===== src/rtl/btb_assoc_pkg.sv =====
// Shared types and constants for the LC-3b two-way branch target buffer.
package btb_assoc_pkg;

    localparam int unsigned PC_W = 16;

    // Write-back compares its opcode against this to form upd_valid.
    localparam logic [3:0] LC3B_OP_BR = 4'b0000;

    // Tag and counter widths depend on module parameters, so they live in separate arrays.
    typedef struct packed {
        logic            valid;
        logic [PC_W-1:0] target;
    } btb_entry_t;

endpackage


===== src/rtl/btb_assoc_sat_counter.sv =====
// Saturating direction counter next-value logic used on the update read-modify-write path.
module btb_sat_counter #(
    parameter int unsigned CTR_BITS = 2
) (
    input  logic [CTR_BITS-1:0] ctr_i,
    input  logic                inc,
    input  logic                dec,
    input  logic                load,
    output logic [CTR_BITS-1:0] ctr_c
);

    localparam logic [CTR_BITS-1:0] CTR_MAX  = '1;
    localparam logic [CTR_BITS-1:0] CTR_INIT = CTR_BITS'(1) << (CTR_BITS - 1);

    always_comb begin
        ctr_c = ctr_i;
        if (load) begin
            ctr_c = CTR_INIT;
        end else if (inc && (ctr_i != CTR_MAX)) begin
            ctr_c = ctr_i + CTR_BITS'(1);
        end else if (dec && (ctr_i != '0)) begin
            ctr_c = ctr_i - CTR_BITS'(1);
        end
    end

endmodule


===== src/rtl/btb_assoc.sv =====
// Two-way set-associative BTB with saturating direction counters and per-set LRU.
module btb_assoc
    import btb_assoc_pkg::*;
#(
    parameter int unsigned SETS     = 8,
    parameter int unsigned CTR_BITS = 2
) (
    input  logic        clk,
    input  logic        reset,
    input  logic [15:0] curr_pc,
    output logic        hit,
    output logic        predict_taken,
    output logic [15:0] predicted_pc,
    input  logic        upd_valid,
    input  logic        upd_stall,
    input  logic [15:0] upd_pc,
    input  logic [15:0] upd_target,
    input  logic        upd_taken,
    input  logic        flush
);

    localparam int unsigned IDX_BITS = $clog2(SETS);
    localparam int unsigned TAG_BITS = PC_W - 1 - IDX_BITS;

    btb_entry_t            entry_q [2][SETS];
    btb_entry_t            entry_d [2][SETS];
    logic [TAG_BITS-1:0]   tag_q   [2][SETS];
    logic [TAG_BITS-1:0]   tag_d   [2][SETS];
    logic [CTR_BITS-1:0]   ctr_q   [2][SETS];
    logic [CTR_BITS-1:0]   ctr_d   [2][SETS];
    logic [SETS-1:0]       lru_q;
    logic [SETS-1:0]       lru_d;

    logic [IDX_BITS-1:0]   l_idx;
    logic [TAG_BITS-1:0]   l_tag;
    logic [1:0]            l_match;
    logic [IDX_BITS-1:0]   u_idx;
    logic [TAG_BITS-1:0]   u_tag;
    logic [1:0]            u_match;
    logic                  u_hit;
    logic                  victim;
    logic                  sel_way;
    logic [CTR_BITS-1:0]   ctr_nxt;
    logic                  unused_pc_lsb;

    // Instructions are word aligned; bit 0 never participates.
    assign unused_pc_lsb = curr_pc[0] ^ upd_pc[0];

    assign l_idx = curr_pc[IDX_BITS:1];
    assign l_tag = curr_pc[PC_W-1:IDX_BITS+1];
    assign u_idx = upd_pc[IDX_BITS:1];
    assign u_tag = upd_pc[PC_W-1:IDX_BITS+1];

    always_comb begin
        for (int unsigned w = 0; w < 2; w++) begin
            l_match[w] = entry_q[w][l_idx].valid && (tag_q[w][l_idx] == l_tag);
            u_match[w] = entry_q[w][u_idx].valid && (tag_q[w][u_idx] == u_tag);
        end
    end

    // Lookup reads registered state only, giving read-before-write on a same-cycle update.
    always_comb begin
        hit           = 1'b0;
        predict_taken = 1'b0;
        predicted_pc  = '0;
        if (l_match[0]) begin
            hit           = 1'b1;
            predict_taken = ctr_q[0][l_idx][CTR_BITS-1];
            predicted_pc  = entry_q[0][l_idx].target;
        end else if (l_match[1]) begin
            hit           = 1'b1;
            predict_taken = ctr_q[1][l_idx][CTR_BITS-1];
            predicted_pc  = entry_q[1][l_idx].target;
        end
    end

    assign u_hit = |u_match;

    always_comb begin
        if (!entry_q[0][u_idx].valid) begin
            victim = 1'b0;
        end else if (!entry_q[1][u_idx].valid) begin
            victim = 1'b1;
        end else begin
            victim = lru_q[u_idx];
        end
    end

    // Allocation only happens on a miss, so u_match[1] alone names the hit way.
    assign sel_way = u_hit ? u_match[1] : victim;

    btb_sat_counter #(
        .CTR_BITS (CTR_BITS)
    ) u_ctr (
        .ctr_i (ctr_q[sel_way][u_idx]),
        .inc   (u_hit & upd_taken),
        .dec   (u_hit & ~upd_taken),
        .load  (~u_hit),
        .ctr_c (ctr_nxt)
    );

    always_comb begin
        entry_d = entry_q;
        tag_d   = tag_q;
        ctr_d   = ctr_q;
        lru_d   = lru_q;
        if (flush) begin
            for (int unsigned s = 0; s < SETS; s++) begin
                entry_d[0][s].valid = 1'b0;
                entry_d[1][s].valid = 1'b0;
            end
            lru_d = '0;
        end else if (upd_valid && !upd_stall && (u_hit || upd_taken)) begin
            ctr_d[sel_way][u_idx] = ctr_nxt;
            lru_d[u_idx]          = ~sel_way;
            if (upd_taken) begin
                entry_d[sel_way][u_idx].target = upd_target;
            end
            if (!u_hit) begin
                entry_d[sel_way][u_idx].valid = 1'b1;
                tag_d[sel_way][u_idx]         = u_tag;
            end
        end
    end

    always_ff @(posedge clk) begin
        if (reset) begin
            for (int unsigned s = 0; s < SETS; s++) begin
                for (int unsigned w = 0; w < 2; w++) begin
                    entry_q[w][s] <= '0;
                    tag_q[w][s]   <= '0;
                    ctr_q[w][s]   <= '0;
                end
            end
            lru_q <= '0;
        end else begin
            entry_q <= entry_d;
            tag_q   <= tag_d;
            ctr_q   <= ctr_d;
            lru_q   <= lru_d;
        end
    end

endmodule


===== config.mk =====
export PLATFORM = sky130hd
export DESIGN_NAME = btb_assoc
export DESIGN_NICKNAME = d
export VERILOG_FILES = /design/src/rtl/btb_assoc_pkg.sv /design/src/rtl/btb_assoc_sat_counter.sv /design/src/rtl/btb_assoc.sv
export SDC_FILE = /design/constraint.sdc
export NUM_CORES = 1
export LEC_CHECK = 0
export CAP_MARGIN = 20
export CORE_MARGIN = 8
export CORE_UTILIZATION = 50
export DETAILED_ROUTE_END_ITERATION = 8
export GPL_TIMING_DRIVEN = 1
export PLACE_DENSITY = 0.67
export SYNTH_ARGS = -nofsm -noshare
export SYNTH_HDL_FRONTEND = slang
export SYNTH_SLANG_ARGS = --single-unit

===== constraint.sdc =====
create_clock -name clk -period 5.6 [get_ports clk]
set_input_delay 1.12 -clock clk [delete_from_list [all_inputs] [get_ports clk]]
set_output_delay 1.12 -clock clk [all_outputs]
set_load 0.005 [all_outputs]

Yosys cells after proc, flatten, opt, wreduce, memory -nomap -nowiden
Index checks and enable logic that the tools add are counted.
{"block": "classes", "add_sub_neg": 2, "n_lt_le_gt_ge": 7, "eq_ne": 5, "muxes": 77, "n_bitwise": 9, "n_reduce_logical": 18}
{"op": "$mux 272", "count": 4}
{"op": "$bwmux 272", "count": 2}
{"op": "$demux 136 s1", "count": 2}
{"op": "$mux 136", "count": 2}
{"op": "$bmux 17 s3", "count": 4}
{"op": "$bwmux 192", "count": 1}
{"op": "$mux 17", "count": 9}
{"op": "$bmux 12 s3", "count": 4}
{"op": "$mux 16", "count": 7}
{"op": "$mux 12", "count": 9}
{"op": "$demux 17 s3", "count": 2}
{"op": "$demux 96 s1", "count": 1}
{"op": "$mux 96", "count": 1}
{"op": "$eq 12x12->1", "count": 4}
{"op": "$demux 12 s3", "count": 1}
{"op": "$bwmux 32", "count": 1}
{"op": "$mux 2", "count": 10}
{"op": "$bmux 2 s3", "count": 3}
{"op": "$demux 16 s1", "count": 1}
{"op": "$logic_and 1x1->1", "count": 11}
{"op": "$mux 1", "count": 9}
{"op": "$bwmux 8", "count": 1}
{"op": "$ge 4x4->1 const B", "count": 2}
{"op": "$not 3->4", "count": 2}
{"op": "other kinds (20)", "count": 25}
{"block": "totals", "regBits": 504, "in_bits": 54, "output_inout_bits": 18, "word_cells": 183}

Longest topological paths before layout
{"block": "logic_depth", "depth_word": 21, "depth_mapped": 21}

Hierarchy
A second synthesis with hierarchy kept.
{"block": "hier_totals", "cells_unflattened": 2326, "area_unflattened_um2": 24947.7}
{"mod": "btb_assoc", "n_inst": 1, "cells_per_inst": 2314, "area_each_um2": 24852.6}
{"mod": "btb_sat_counter", "n_inst": 1, "cells_per_inst": 12, "area_each_um2": 95.1}

Least setup slack after synthesis
No wires, ideal clock.
{"block": "synth_path", "path_kind": "input to output", "from": "input port curr_pc[1]", "to": "output port predicted_pc[10]", "arrival_time_ns": 3.981, "required_ns": 4.480, "setup_slack_ns": 0.499, "path_stages": 11, "path_cell_list": "buf_1 > buf_1 > mux4_2 > mux2i_1 > xnor2_1 > nor4_1 > nand4_1 > clkbuf_1 > nor2_1 > nand2_1 > o21ai_0"}
{"block": "synth_between", "elab_chain_len": 8, "elab_cells_between_ends": 19}
{"element": "start: declaration", "line": "btb_assoc.sv:10", "source": "input logic [15:0] curr_pc,"}
{"element": "$not 3->4 (implied by the code) (*)", "line": "btb_assoc.sv:56, btb_assoc.sv:69, btb_assoc.sv:73"}
{"element": "$bmux 12 s3", "line": "btb_assoc.sv:56", "source": "l_match[w] = entry_q[w][l_idx].valid && (tag_q[w][l_idx] == l_tag);"}
{"element": "$mux 12 (implied by the code) (2 in series)", "line": "btb_assoc.sv:56"}
{"element": "$eq 12x12->1", "line": "btb_assoc.sv:56"}
{"element": "$logic_and 1x1->1", "line": "btb_assoc.sv:56"}
{"element": "$mux 16", "line": "btb_assoc.sv:70", "source": "end else if (l_match[1]) begin"}
{"element": "$mux 16 (*)", "line": "btb_assoc.sv:66", "source": "if (l_match[0]) begin"}
{"element": "end: declaration", "line": "btb_assoc.sv:13", "source": "output logic [15:0] predicted_pc,"}
Every way passes the cells marked *; elsewhere a longest branch is shown, timed or not. The select of a mux whose other input is x is not followed.

Worst setup path in the final report
{"block": "layout_path", "from": "input port curr_pc[1]", "to": "output port predicted_pc[15]"}
The elaborated chain is that of the path after synthesis.

==> impl_metrics.tcl <==
set metrics [dict create \
    fmax_mhz 182 \
    path_delay_family "buffers and inverters" \
    syn_area_per_cell_um2 9.57 \
    regArea_um2 10100 \
    viasPerCell 6.09 \
    synth_largest_area_cell "dfxtp_1" \
    synth_cell_types 70 \
    final_hold_viol_count 0 \
    synth.net_count 2683 \
    crit_slowest_cell "mux4_2" \
    cts.sinks 504 \
    nets 2706 \
    firstDrtPassIters 6 \
    setup_viol 0 \
    irDropWorstVdd_mv 0.254 \
    nFillCells 4369 \
    place_worst_setup_slack_ns -0.0277 \
    cts_max_level 2 \
    setup_slack_ns 0.0907 \
    dp.cells 3265 \
    maxCapViolCount 0 \
    synth_top_flop_cell "dfxtp_1" \
    cts_tree "yes" \
    antenna_found_initial 0 \
    status "finished, final reports clean" \
    grt_overflow_total 0 \
    fin_util_pct 57.7 \
    cts_buffers 53 \
    worstPathArrival_ns 4.39 \
    yosysMostFrequentCell "dfxtp_1" \
    rsz0062_at_grt "false" \
    grt_max_degree 228 \
    io_buffers 69 \
    path_buf_inv 6 \
    start_util_pct 50.4 \
    fin_area_um2 28700 \
    post-route-min-period_ns 5.51 \
    cellLeakagePower_nw 10.7 \
    drtIter0Drc 2221 \
    post-route-period-util_pct 98.4 \
    ys_seq_area_share_pct 40.1 \
    cpMostUsedCell "buf_4" \
    dieWidth_um 240 \
    drcViolationCount 0 \
    syn-instance-count 2627 \
    antenna_cells 0 \
    vias 20500 \
    drt-total-wl_mm 75.4 \
    hpwl_mm 48.7 \
    path_cells "clkbuf_8, buf_16, mux4_2, mux2i_2, xnor2_1, nor4_2, buf_4, nand4_1, buf_12, o21ai_0, buf_4, clkdlybuf4s50_1" \
    crit_fanout 35 \
    startpoint_type "primary input" \
    ys_top_cells_by_area "dfxtp_1, mux2i_1, mux4_2, nand2_1, nor2_1" \
    multiInputGateArea_um2 14000 \
    worstSetupPathType "in2out" \
    pin_count 72 \
    place_area_um2 26800 \
    num_rows 82 \
    critPathMaxStageDelay_ns 0.54 \
    synth_common_cells "dfxtp_1, mux2i_1, nand2_1" \
    drive_above_1_share_pct 16.2 \
    syn_area_um2 25200 \
    cts.clk_slew.worst_paths_ns 0.06 \
    endpoint_kind "primary output" \
    worstMarginPinSlew_ns 1.14 \
    yosys.area.top_type_share_pct 40.1 \
    hold_path_class "reg2reg" \
    skew_ns 0.0339 \
    core-area_um2 49900 \
    wire_per_inst_um 22.4 \
    ant_nets 0 \
    yosysWarnings 0 \
    grt_pass1_vias 20200 \
    synth-seq-cells 504 \
    fin_cells 3364 \
    synth_edf_count 0 \
    r2r_setup_slack_ns 1.59 \
    post_cts_buffers 0 \
    place_congestion 0.934 \
    die_h_um 240 \
    synthArstFlopShare_pct 0 \
    syn_to_final_growth_pct 14.3 \
    clockBufferDepth 3 \
    dieArea_um2 57700 \
    powerDensity_nw_per_um2 277 \
    slew_violations 0 \
    grt_pass1_wl_mm 117 \
    crit_required_ns 4.48 \
    cts-root-buf "clkbuf_16" \
    slew_headroom_pct 24.2 \
    grt_usage_pct 25.6 \
    clk_latency_ns 0.62 \
]
per-stage QoR:
stage / hold slack [ns] / TNS, ns / total power [W]
2_1_floorplan: 0.432 / 0 / 0.00402
3_3_place_gp: 0.443 / -0.554 / 0.00422
3_5_place_dp: 0.456 / -0.0932 / 0.00422
4_1_cts: 0.465 / 0 / 0.00799
5_1_grt: 0.489 / 0 / 0.00819
6_report: 0.461 / 0 / 0.00795
power breakdown:
group	switching, W	internal, W	leakage, nW
Clock	0.00152	0.00227	0.923
Combinational	0.000366	0.000201	5.73
Sequential	0.00000463	0.00359	4.06
Total	0.00189	0.00606	10.7
cells by family (layout without fill, tap and decap cells):
family          Yosys count  count (layout)  synth area share, %
fa+ha+maj                 2               2               0.0995
simple gates            921             921                 16.1
compound gates          360             360                 8.38
mux                     559             559                 29.5
flops                   504             504                 40.1
buf+inv                 243             308                 4.45
xor+xnor                 38              38                 1.32
state kept, by name (all words and copies together) (netlist names):
name and flops:
ctr_q 32, entry_q 272, lru_q 8, tag_q 192
layout by cell type, fill, tap and decap left out, drive strengths merged, types with 42 or more instances in the layout:
cell type | netlist | layout
mux2i | 401 | 401
nand2 | 369 | 369
nor2 | 329 | 329
dfxtp | 504 | 504
o21ai | 42 | 42
a21oi | 226 | 226
mux4 | 134 | 134
clkdlybuf4s50 | 0 | 63
nand3 | 123 | 123
clkbuf | 148 | 81
buf | 90 | 141
worst min-delay path: cells and delay by family (launching register included):
| kind | cells | cell delay (ns) |
|---|---|---|
| multiplexers | 1 | 0.05 |
| AND/OR/NAND/NOR | 1 | 0.05 |
| flip-flops | 1 | 0.31 |
layout make-up:
cell class,instances,share of cell area [%]
Clock buffer,79,5.48
Tap cell,672,2.92
Inverter,5,0.0653
Sequential cell,504,35.1
Multi-Input combinational cell,1880,48.6
Clock inverter,18,1.08
Timing Repair Buffer,206,6.72
routing by layer:
metal  wire length, um  global-route usage (%)  vias up
met2             35100                    41.7      861
met5                 0                       0        -
met3              5870                    4.16      188
li1                  -                       -     9323
met4              3110                    11.5        0
met1             31300                    33.4    10100
path summary, 6_finish.rpt:
check / cells past startpoint / end / startpoint
worst min-delay path: 2 / ctr_q[10] / ctr_q[10]
worst min register to register: 2 / ctr_q[10] / ctr_q[10]
worst max register to register: 14 / ctr_q[11] / tag_q[12]
worst max-delay path: 12 / predicted_pc[15] / curr_pc[1]
timing repair:
item | 4_1_cts | 5_1_grt
endpoints found under the hold margin | 0 | 0
hold buffers | 0 | 0
endpoints found under the setup margin | 10 | 15
gates resized for setup | 1 | 7
pin swaps | 0 | 1
cloned | 0 | 1
Note: power is estimated with default switching activity, not from simulation.
